**src/rtl/svc_rv_mmio_pkg.sv**
```systemverilog
// Shared register map for the RV MMIO UART bridge: word indices and STATUS bit
// positions, so that firmware headers and tests use the same values.
package svc_rv_mmio_pkg;

  localparam logic [1:0] REG_TXDATA = 2'd0;
  localparam logic [1:0] REG_RXDATA = 2'd1;
  localparam logic [1:0] REG_STATUS = 2'd2;
  localparam logic [1:0] REG_LEVEL  = 2'd3;

  localparam int STAT_TX_FULL   = 0;
  localparam int STAT_TX_EMPTY  = 1;
  localparam int STAT_RX_NEMPTY = 2;
  localparam int STAT_RX_FULL   = 3;
  localparam int STAT_TX_OVF    = 4;
  localparam int STAT_RX_OVF    = 5;

endpackage

```
**src/rtl/svc_rv_mmio_fifo.sv**
```systemverilog
// Synchronous byte FIFO with AW+1 bit pointers, a combinational head read and
// a rejected push when full / ignored pop when empty.
module svc_rv_mmio_fifo
  import svc_rv_mmio_pkg::*;
#(
  parameter int AW = 4
) (
  input  logic        clk,
  input  logic        rst,
  input  logic        push,
  input  logic [7:0]  din,
  input  logic        pop,
  output logic [7:0]  head,
  output logic        full,
  output logic        empty,
  output logic [AW:0] level
);

  localparam int DEPTH = 1 << AW;

  logic [7:0]  mem_r [DEPTH];
  logic [AW:0] wptr_r;
  logic [AW:0] rptr_r;
  logic        do_push_s;
  logic        do_pop_s;

  assign full      = (wptr_r[AW] != rptr_r[AW]) && (wptr_r[AW-1:0] == rptr_r[AW-1:0]);
  assign empty     = (wptr_r == rptr_r);
  assign level     = wptr_r - rptr_r;
  assign head      = mem_r[rptr_r[AW-1:0]];
  assign do_push_s = push && !full;
  assign do_pop_s  = pop && !empty;

  // Pointer advance and storage write; full/empty come from start-of-cycle pointers.
  always_ff @(posedge clk) begin
    if (rst) begin
      wptr_r <= '0;
      rptr_r <= '0;
    end else begin
      if (do_push_s) begin
        mem_r[wptr_r[AW-1:0]] <= din;
        wptr_r                <= wptr_r + 1'b1;
      end
      if (do_pop_s) begin
        rptr_r <= rptr_r + 1'b1;
      end
    end
  end

endmodule

```
**src/rtl/svc_rv_mmio_uart_bridge.sv**
```systemverilog
// MMIO target bridging CPU loads/stores to a TX and an RX byte stream through
// two FIFOs, with polled status, occupancy levels and sticky overflow flags.
module svc_rv_mmio_uart_bridge
  import svc_rv_mmio_pkg::*;
#(
  parameter int FIFO_AW = 4
) (
  input  logic        clk,
  input  logic        rst,
  input  logic        io_ren,
  input  logic [31:0] io_raddr,
  output logic [31:0] io_rdata,
  input  logic        io_wen,
  input  logic [31:0] io_waddr,
  input  logic [31:0] io_wdata,
  input  logic [3:0]  io_wstrb,
  output logic        m_tx_valid,
  output logic [7:0]  m_tx_data,
  input  logic        m_tx_ready,
  input  logic        s_rx_valid,
  input  logic [7:0]  s_rx_data,
  output logic        s_rx_ready
);

  logic [1:0]       rd_idx_s;
  logic [1:0]       wr_idx_s;
  logic             wr_byte0_s;
  logic             tx_push_s;
  logic             tx_pop_s;
  logic             tx_full_s;
  logic             tx_empty_s;
  logic [FIFO_AW:0] tx_level_s;
  logic             rx_push_s;
  logic             rx_pop_s;
  logic             rx_full_s;
  logic             rx_empty_s;
  logic [FIFO_AW:0] rx_level_s;
  logic [7:0]       rx_head_s;
  logic             tx_ovf_r;
  logic             rx_ovf_r;
  logic             tx_ovf_set_s;
  logic             rx_ovf_set_s;
  logic             tx_ovf_clr_s;
  logic             rx_ovf_clr_s;
  logic [31:0]      status_s;
  logic [31:0]      level_s;
  logic [31:0]      rdata_s;
  logic             unused_s;

  assign rd_idx_s   = io_raddr[3:2];
  assign wr_idx_s   = io_waddr[3:2];
  assign wr_byte0_s = io_wen && io_wstrb[0];

  assign tx_push_s  = wr_byte0_s && (wr_idx_s == REG_TXDATA);
  assign tx_pop_s   = m_tx_valid && m_tx_ready;
  assign m_tx_valid = !tx_empty_s && !rst;

  // The source holds a refused RX byte, so overflow only flags the stall.
  assign s_rx_ready = !rx_full_s && !rst;
  assign rx_push_s  = s_rx_valid && s_rx_ready;
  assign rx_pop_s   = io_ren && (rd_idx_s == REG_RXDATA) && !rx_empty_s;

  assign tx_ovf_set_s = tx_push_s && tx_full_s;
  assign rx_ovf_set_s = s_rx_valid && rx_full_s;
  assign tx_ovf_clr_s = wr_byte0_s && (wr_idx_s == REG_STATUS) && io_wdata[STAT_TX_OVF];
  assign rx_ovf_clr_s = wr_byte0_s && (wr_idx_s == REG_STATUS) && io_wdata[STAT_RX_OVF];

  assign unused_s = ^{io_raddr[31:4], io_raddr[1:0], io_waddr[31:4], io_waddr[1:0],
                      io_wdata[31:8], io_wstrb[3:1]};

  svc_rv_mmio_fifo #(.AW(FIFO_AW)) u_tx_fifo (
    .clk   (clk),
    .rst   (rst),
    .push  (tx_push_s),
    .din   (io_wdata[7:0]),
    .pop   (tx_pop_s),
    .head  (m_tx_data),
    .full  (tx_full_s),
    .empty (tx_empty_s),
    .level (tx_level_s)
  );

  svc_rv_mmio_fifo #(.AW(FIFO_AW)) u_rx_fifo (
    .clk   (clk),
    .rst   (rst),
    .push  (rx_push_s),
    .din   (s_rx_data),
    .pop   (rx_pop_s),
    .head  (rx_head_s),
    .full  (rx_full_s),
    .empty (rx_empty_s),
    .level (rx_level_s)
  );

  // Read data mux over the register map, built from start-of-cycle state.
  always_comb begin
    status_s                      = 32'd0;
    status_s[STAT_TX_FULL]        = tx_full_s;
    status_s[STAT_TX_EMPTY]       = tx_empty_s;
    status_s[STAT_RX_NEMPTY]      = !rx_empty_s;
    status_s[STAT_RX_FULL]        = rx_full_s;
    status_s[STAT_TX_OVF]         = tx_ovf_r;
    status_s[STAT_RX_OVF]         = rx_ovf_r;
    level_s                       = 32'd0;
    level_s[FIFO_AW:0]            = tx_level_s;
    level_s[16+FIFO_AW:16]        = rx_level_s;
    case (rd_idx_s)
      REG_TXDATA: rdata_s = 32'd0;
      REG_RXDATA: rdata_s = rx_empty_s ? 32'd0 : {1'b1, 23'd0, rx_head_s};
      REG_STATUS: rdata_s = status_s;
      REG_LEVEL:  rdata_s = level_s;
      default:    rdata_s = 32'd0;
    endcase
  end

  // Sticky overflow flags (set wins over clear) and the registered read port.
  always_ff @(posedge clk) begin
    if (rst) begin
      tx_ovf_r <= 1'b0;
      rx_ovf_r <= 1'b0;
      io_rdata <= 32'd0;
    end else begin
      tx_ovf_r <= tx_ovf_set_s | (tx_ovf_r & ~tx_ovf_clr_s);
      rx_ovf_r <= rx_ovf_set_s | (rx_ovf_r & ~rx_ovf_clr_s);
      if (io_ren) begin
        io_rdata <= rdata_s;
      end
    end
  end

endmodule

```
**config.mk**
```make
export PLATFORM = sky130hd
export DESIGN_NAME = svc_rv_mmio_uart_bridge
export DESIGN_NICKNAME = d
export VERILOG_FILES = /design/src/rtl/svc_rv_mmio_pkg.sv /design/src/rtl/svc_rv_mmio_fifo.sv /design/src/rtl/svc_rv_mmio_uart_bridge.sv
export SDC_FILE = /design/constraint.sdc
export NUM_CORES = 1
export LEC_CHECK = 0
export ABC_AREA = 0
export CORE_ASPECT_RATIO = 0.9
export CORE_MARGIN = 2
export CORE_UTILIZATION = 55
export DETAILED_ROUTE_END_ITERATION = 12
export HOLD_SLACK_MARGIN = 0.12
export PLACE_DENSITY = 0.79
export SETUP_SLACK_MARGIN = 0.2
export SYNTH_ARGS = -nofsm -noshare
export SYNTH_HDL_FRONTEND = slang
export SYNTH_SLANG_ARGS = --single-unit
```
**constraint.sdc**
```tcl
create_clock -name clk -period 4 [get_ports clk]
set_input_delay 0.8 -clock clk [delete_from_list [all_inputs] [get_ports clk]]
set_output_delay 0.8 -clock clk [all_outputs]
set_load 0.01 [all_outputs]
```
After elaboration in Yosys (flattened, before gate mapping):

Memories as Yosys holds them, arrays and structs flattened. A register that Yosys moved wholly into a read port is not among the register bits.
Index checks and enable logic that the tools add are counted.
W data, S select, Z words.

* output and inout bits: 42
* RAM bits: 256
* bits of input ports: 114
* flip-flop bits (word level): 54
* memories: 2

* bitwise gates (word level): 6
* add/sub/neg operators: 6
* reductions and logical operators: 26
* equality and inequality tests: 10
* multiplexer cells: 12

Memory list
* u_rx_fifo.mem_r: depth 16, width 8, read ports 1, clocked after memory_dff 1, write ports 1, RTL line svc_rv_mmio_fifo.sv:21 `logic [7:0] mem_r [DEPTH];`
* u_tx_fifo.mem_r: depth 16, width 8, read ports 1, clocked after memory_dff 1, write ports 1, RTL line svc_rv_mmio_fifo.sv:21

Operator list (number)
* $pmux W32 S4: 1
* $mux W32: 1
* $add A5 B1 Y5 const B: 4
* $logic_and A1 B1 Y1: 19
* $mux W4: 4
* $eq A5 B5 Y1: 2
* $sub A5 B5 Y5: 2
* $eq A4 B4 Y1: 2
* $eq A2 B2 Y1 const B: 3
* $mux W1: 6
* $logic_not A1 Y1: 5
* $logic_not A2 Y1: 2
* $and A1 B1 Y1: 2
* $eq A2 B1 Y1 const B: 1
* $ne A1 B1 Y1: 2
* $not A1 Y1: 2
* $or A1 B1 Y1: 2

Depth between registers and ports, before layout:

* depth in word-level cells: 9
* depth in mapped cells: 9
* gate-level depth less buffers: 9

Hierarchy:

A second synthesis with hierarchy kept.

* cells, all modules: 715
* area, all modules: 12230.5 um^2

Modules (own cells, without submodules)
* svc_rv_mmio_fifo (u_rx_fifo): times used 1, cells each 302, area an instance 5652.9 um^2
* svc_rv_mmio_fifo (u_tx_fifo): times used 1, cells each 302, area an instance 5645.4 um^2
* svc_rv_mmio_uart_bridge: times used 1, cells each 111, area an instance 932.1 um^2

Least setup slack after synthesis:

Ideal clock, no wire load.

* path kind: flip-flop to flip-flop
* start point: reg u_tx_fifo.wptr_r[0]
* end point: mem u_tx_fifo.mem_r[3][0], enable pin
* arrival time: 2.454 ns
* buffers on the path: 1
* slack: 1.163 ns
* stages on the path, launching flop included: 9
* required time: 3.617 ns
* cell sequence: dfxtp_1 -> inv_1 -> ha_1 -> and4_4 -> buf_6 -> a2111oi_4 -> and2_2 -> nand2_1 -> nor3_1

* word-level cells in the longest chain between the ends: 7

Ends and longest elaborated chain
* start, declared: RTL line svc_rv_mmio_fifo.sv:22 `logic [AW:0] wptr_r;`
* start signal, assigned: RTL line svc_rv_mmio_fifo.sv:42 `wptr_r <= wptr_r + 1'b1;`
* $eq A4 B4 Y1: RTL line svc_rv_mmio_fifo.sv:27 `assign full = (wptr_r[AW] != rptr_r[AW]) && (wptr_r[AW-1:0] == rptr_r[AW-1:0]);`
* $logic_and A1 B1 Y1: RTL line svc_rv_mmio_fifo.sv:27
* $logic_not A1 Y1: RTL line svc_rv_mmio_fifo.sv:31 `assign do_push_s = push && !full;`
* $logic_and A1 B1 Y1: RTL line svc_rv_mmio_fifo.sv:31
* $mux W1: RTL line svc_rv_mmio_fifo.sv:40 `if (do_push_s) begin`
* $mux W1: RTL line svc_rv_mmio_fifo.sv:36 `if (rst) begin`
* $mux W1 (not written as such): RTL line svc_rv_mmio_fifo.sv:41 `mem_r[wptr_r[AW-1:0]] <= din;`
* end, declared: RTL line svc_rv_mmio_fifo.sv:21

Parallel ways exist; a longest one is shown, timed or not.

==> impl_metrics.csv <==
group,metric,value,unit
outcome,outcome,"finished, final reports clean",
global_routing,grt_max_degree,33,
timing,slew_violations,0,
final_layout,nFillCells,1442,
timing,max_freq,279.0,MHz
global_routing,use_met2,37.81,%
worst_setup_path,crit_required,3200,ps
route,avgRoutedWirePerCell,23.98,um
global_routing,antenna_found_initial,0,
synthesis,synth-seq-cells,300,
global_routing,grt_pass1_wl,39970,um
global_routing,overflow,0,
global_routing,grtUsageMet1,31.49,%
synthesis,synth_area_leader_cell,"edfxtp_1",
synthesis,yosys.cell_types.count,55,
synthesis,yosys-top-cells-count,"edfxtp_1, mux4_2, nor2_1",
synthesis,synth_top_area_share,63.03,%
synthesis,yosysMostFrequentCell,"edfxtp_1",
route,via_per_inst,6.064,
synthesis,async_reset_ff_share,0,%
final_layout,nNetsFinal,908,
timing,setup_viol,0,
timing,skew,14.10,ps
floorplanning,start_util,56.21,%
synthesis,synth_flop_cell,"edfxtp_1",
final_layout,drive_gt1_share,20.10,%
clock_tree,numCtsBuffers,29,
floorplanning,die_w,161.0,um
hold_path,hold_path_class,"flip-flop to flip-flop",
final_layout,diodes,0,
clock_tree,clock-sinks,300,
clock_tree,hold_buffers,0,
timing,hold_violations,0,
floorplanning,die_h,145.3,um
final_layout,area_growth_syn_to_layout,14.92,%
floorplanning,core-area,0.02170,mm2
clock_tree,htree_levels,1,
synthesis,yosys-top-cells-area,"edfxtp_1, mux4_2, dfxtp_1, ha_1, nor2_1",
clock_tree,cts_max_path_buffers,3,
final_layout,final_cells,1087,
timing,fin_crit_sh,89.62,%
route,drt_wl_total,26070,um
floorplanning,pin_count,156,
global_routing,grt_pass1_vias,6888,
worst_setup_path,crit_path_end_kind,"output pin",
clock_tree,clk_pin_slew_worst_paths,70,ps
worst_setup_path,cp_max_fo,32,
placed_design,placed_area,0.01307,mm2
global_routing,grt.met3_usage,3.059,%
floorplanning,dieArea,0.02338,mm2
placed_design,io_buffer_count,50,
timing,worst_pin_slew,1012,ps
placed_design,place_inst,1034,
power,finalPower,6.339,mW
synthesis,ys_seq_area_share,70.26,%
route,firstDrtPassIters,5,
clock_tree,cts.repair.resized,0,
timing,finalCriticalPeriod,3585,ps
power,peakVddDrop,374.2,uV
worst_setup_path,crit_arrival,2780,ps
placed_design,hpwl,16890,um
worst_setup_path,critPathLaunchType,"flip-flop",
clock_tree,worst_skew_pair.late_latency,540,ps
placed_design,gp_congestion,0.8790,
route,drc,0,
synthesis,syn_area_per_cell,17.60,um2
power,p_leak,4.448,nW
synthesis,synth-edff-count,256,
run,maxCapViolCount,0,
timing,grt_setup_unrepaired,"no",
route,drtIter0Drc,611,
worst_setup_path,critPathKind,"flip-flop to output pin",
global_routing,track_usage,22.57,%
floorplanning,core.rowCount,51,
synthesis,yosysWarningCount,0,
global_routing,grt-busiest-layer,"met2",
clock_tree,clockRootBuffer,"clkbuf_16",
power,power_density,452.3,mW/mm2
synthesis,syn_inst,693,
synthesis,netlist_area,0.01220,mm2
clock_tree,cts_setup_buffers,0,
timing,finalSetupTns,0,ps
timing,max-slew-margin-rel,32.45,%
route,postRouteAntennaNets,0,
route,vias,6592,
clock_tree,cts_tree,"yes",
final_layout,design_area,0.01401,mm2
-- power by group --
group          leakage (nW)  switching [mW]  total (mW)  internal (mW)
registers              2.66          0.0151        3.42           3.41
clock network         0.465            1.11        2.69           1.57
logic                  1.32           0.136       0.231         0.0949
total                  4.45            1.26        6.34           5.08
-- cell families after synthesis --
group / after synthesis / synth area share, %
compound gates: 64 / 3.653
xor+xnor: 22 / 1.580
fa+ha+maj: 20 / 2.175
buf+inv: 67 / 3.129
flops: 300 / 70.26
mux: 82 / 14.05
other cells: 1 / 0.03075
simple gates: 137 / 5.130
-- worst max-delay path: stages (launching register included) --
cell and delay, ps:
dfxtp_2 340, buf_12 250, mux4_2 600, mux4_2 520
clkdlybuf4s50_1 500
-- layer usage --
metal  wire, um  part of all wire, %
met5          0                    0
met4        620                  2.4
met3       2026                  7.8
met2      13190                   51
met1      10230                   39
-- placed cells by master, fill, tap and decap left out, types with 10 or more instances in the layout --
cell type,instances
o21ai_0,10
inv_1,17
nand2_1,32
a21oi_1,21
nor2_1,53
dfxtp_1,42
nand3_1,14
edfxtp_1,256
xnor2_1,13
conb_1,18
clkbuf_16,30
nor3_1,10
buf_4,32
ha_1,18
mux4_2,71
clkdlybuf4s50_1,50
-- per-stage QoR --
step           hold slack (ps)  worst slack [ps]  util (%)
2_1_floorplan            465.5              1163         -
3_3_place_gp             447.7             804.3     60.24
3_5_place_dp             456.4             682.1     60.24
4_1_cts                  471.3             383.8     64.60
5_1_grt                  506.2             336.8     64.60
6_report                 469.1             415.3     64.60
-- sequential cells by signal, summed over array words and instances, names as in the netlist, named ones only --
| signal | cells |
|---|---|
| io_rdata | 14 |
| u_tx_fifo.wptr_r | 5 |
| u_rx_fifo.mem_r | 128 |
| u_tx_fifo.rptr_r | 5 |
| u_rx_fifo.rptr_r | 5 |
| tx_ovf_r | 1 |
| u_rx_fifo.wptr_r | 5 |
| u_tx_fifo.mem_r | 128 |
| rx_ovf_r | 1 |
-- cell type report --
type	instances	area, um2	share of cell area, %
sequential	300	8571	61.16
multi-input combinational	343	3309	23.61
tap	291	364.1	2.598
clock inverter	13	117.6	0.8392
timing repair buffer	83	760.7	5.428
clock buffer	40	828.3	5.910
inverter	17	63.81	0.4553
-- path summary, 6_finish.rpt --
| check | startpoint | endpoint | slack [ps] | cells past startpoint |
|---|---|---|---|---|
| worst min register to register | io_rdata[16]$_SDFFE_PP0P_ | io_rdata[16]$_SDFFE_PP0P_ | 470 | 2 |
| worst max-delay path | flip-flop | m_tx_data[5] | 420 | 4 |
| worst max register to register | u_tx_fifo.wptr_r[3]$_SDFFE_PP0N_ | u_tx_fifo.mem_r[10][3]$_DFFE_PP_ | 960 | 7 |
| worst min-delay path | io_rdata[16]$_SDFFE_PP0P_ | io_rdata[16]$_SDFFE_PP0P_ | 470 | 2 |
No activity file was read; power rests on OpenSTA's default activity.
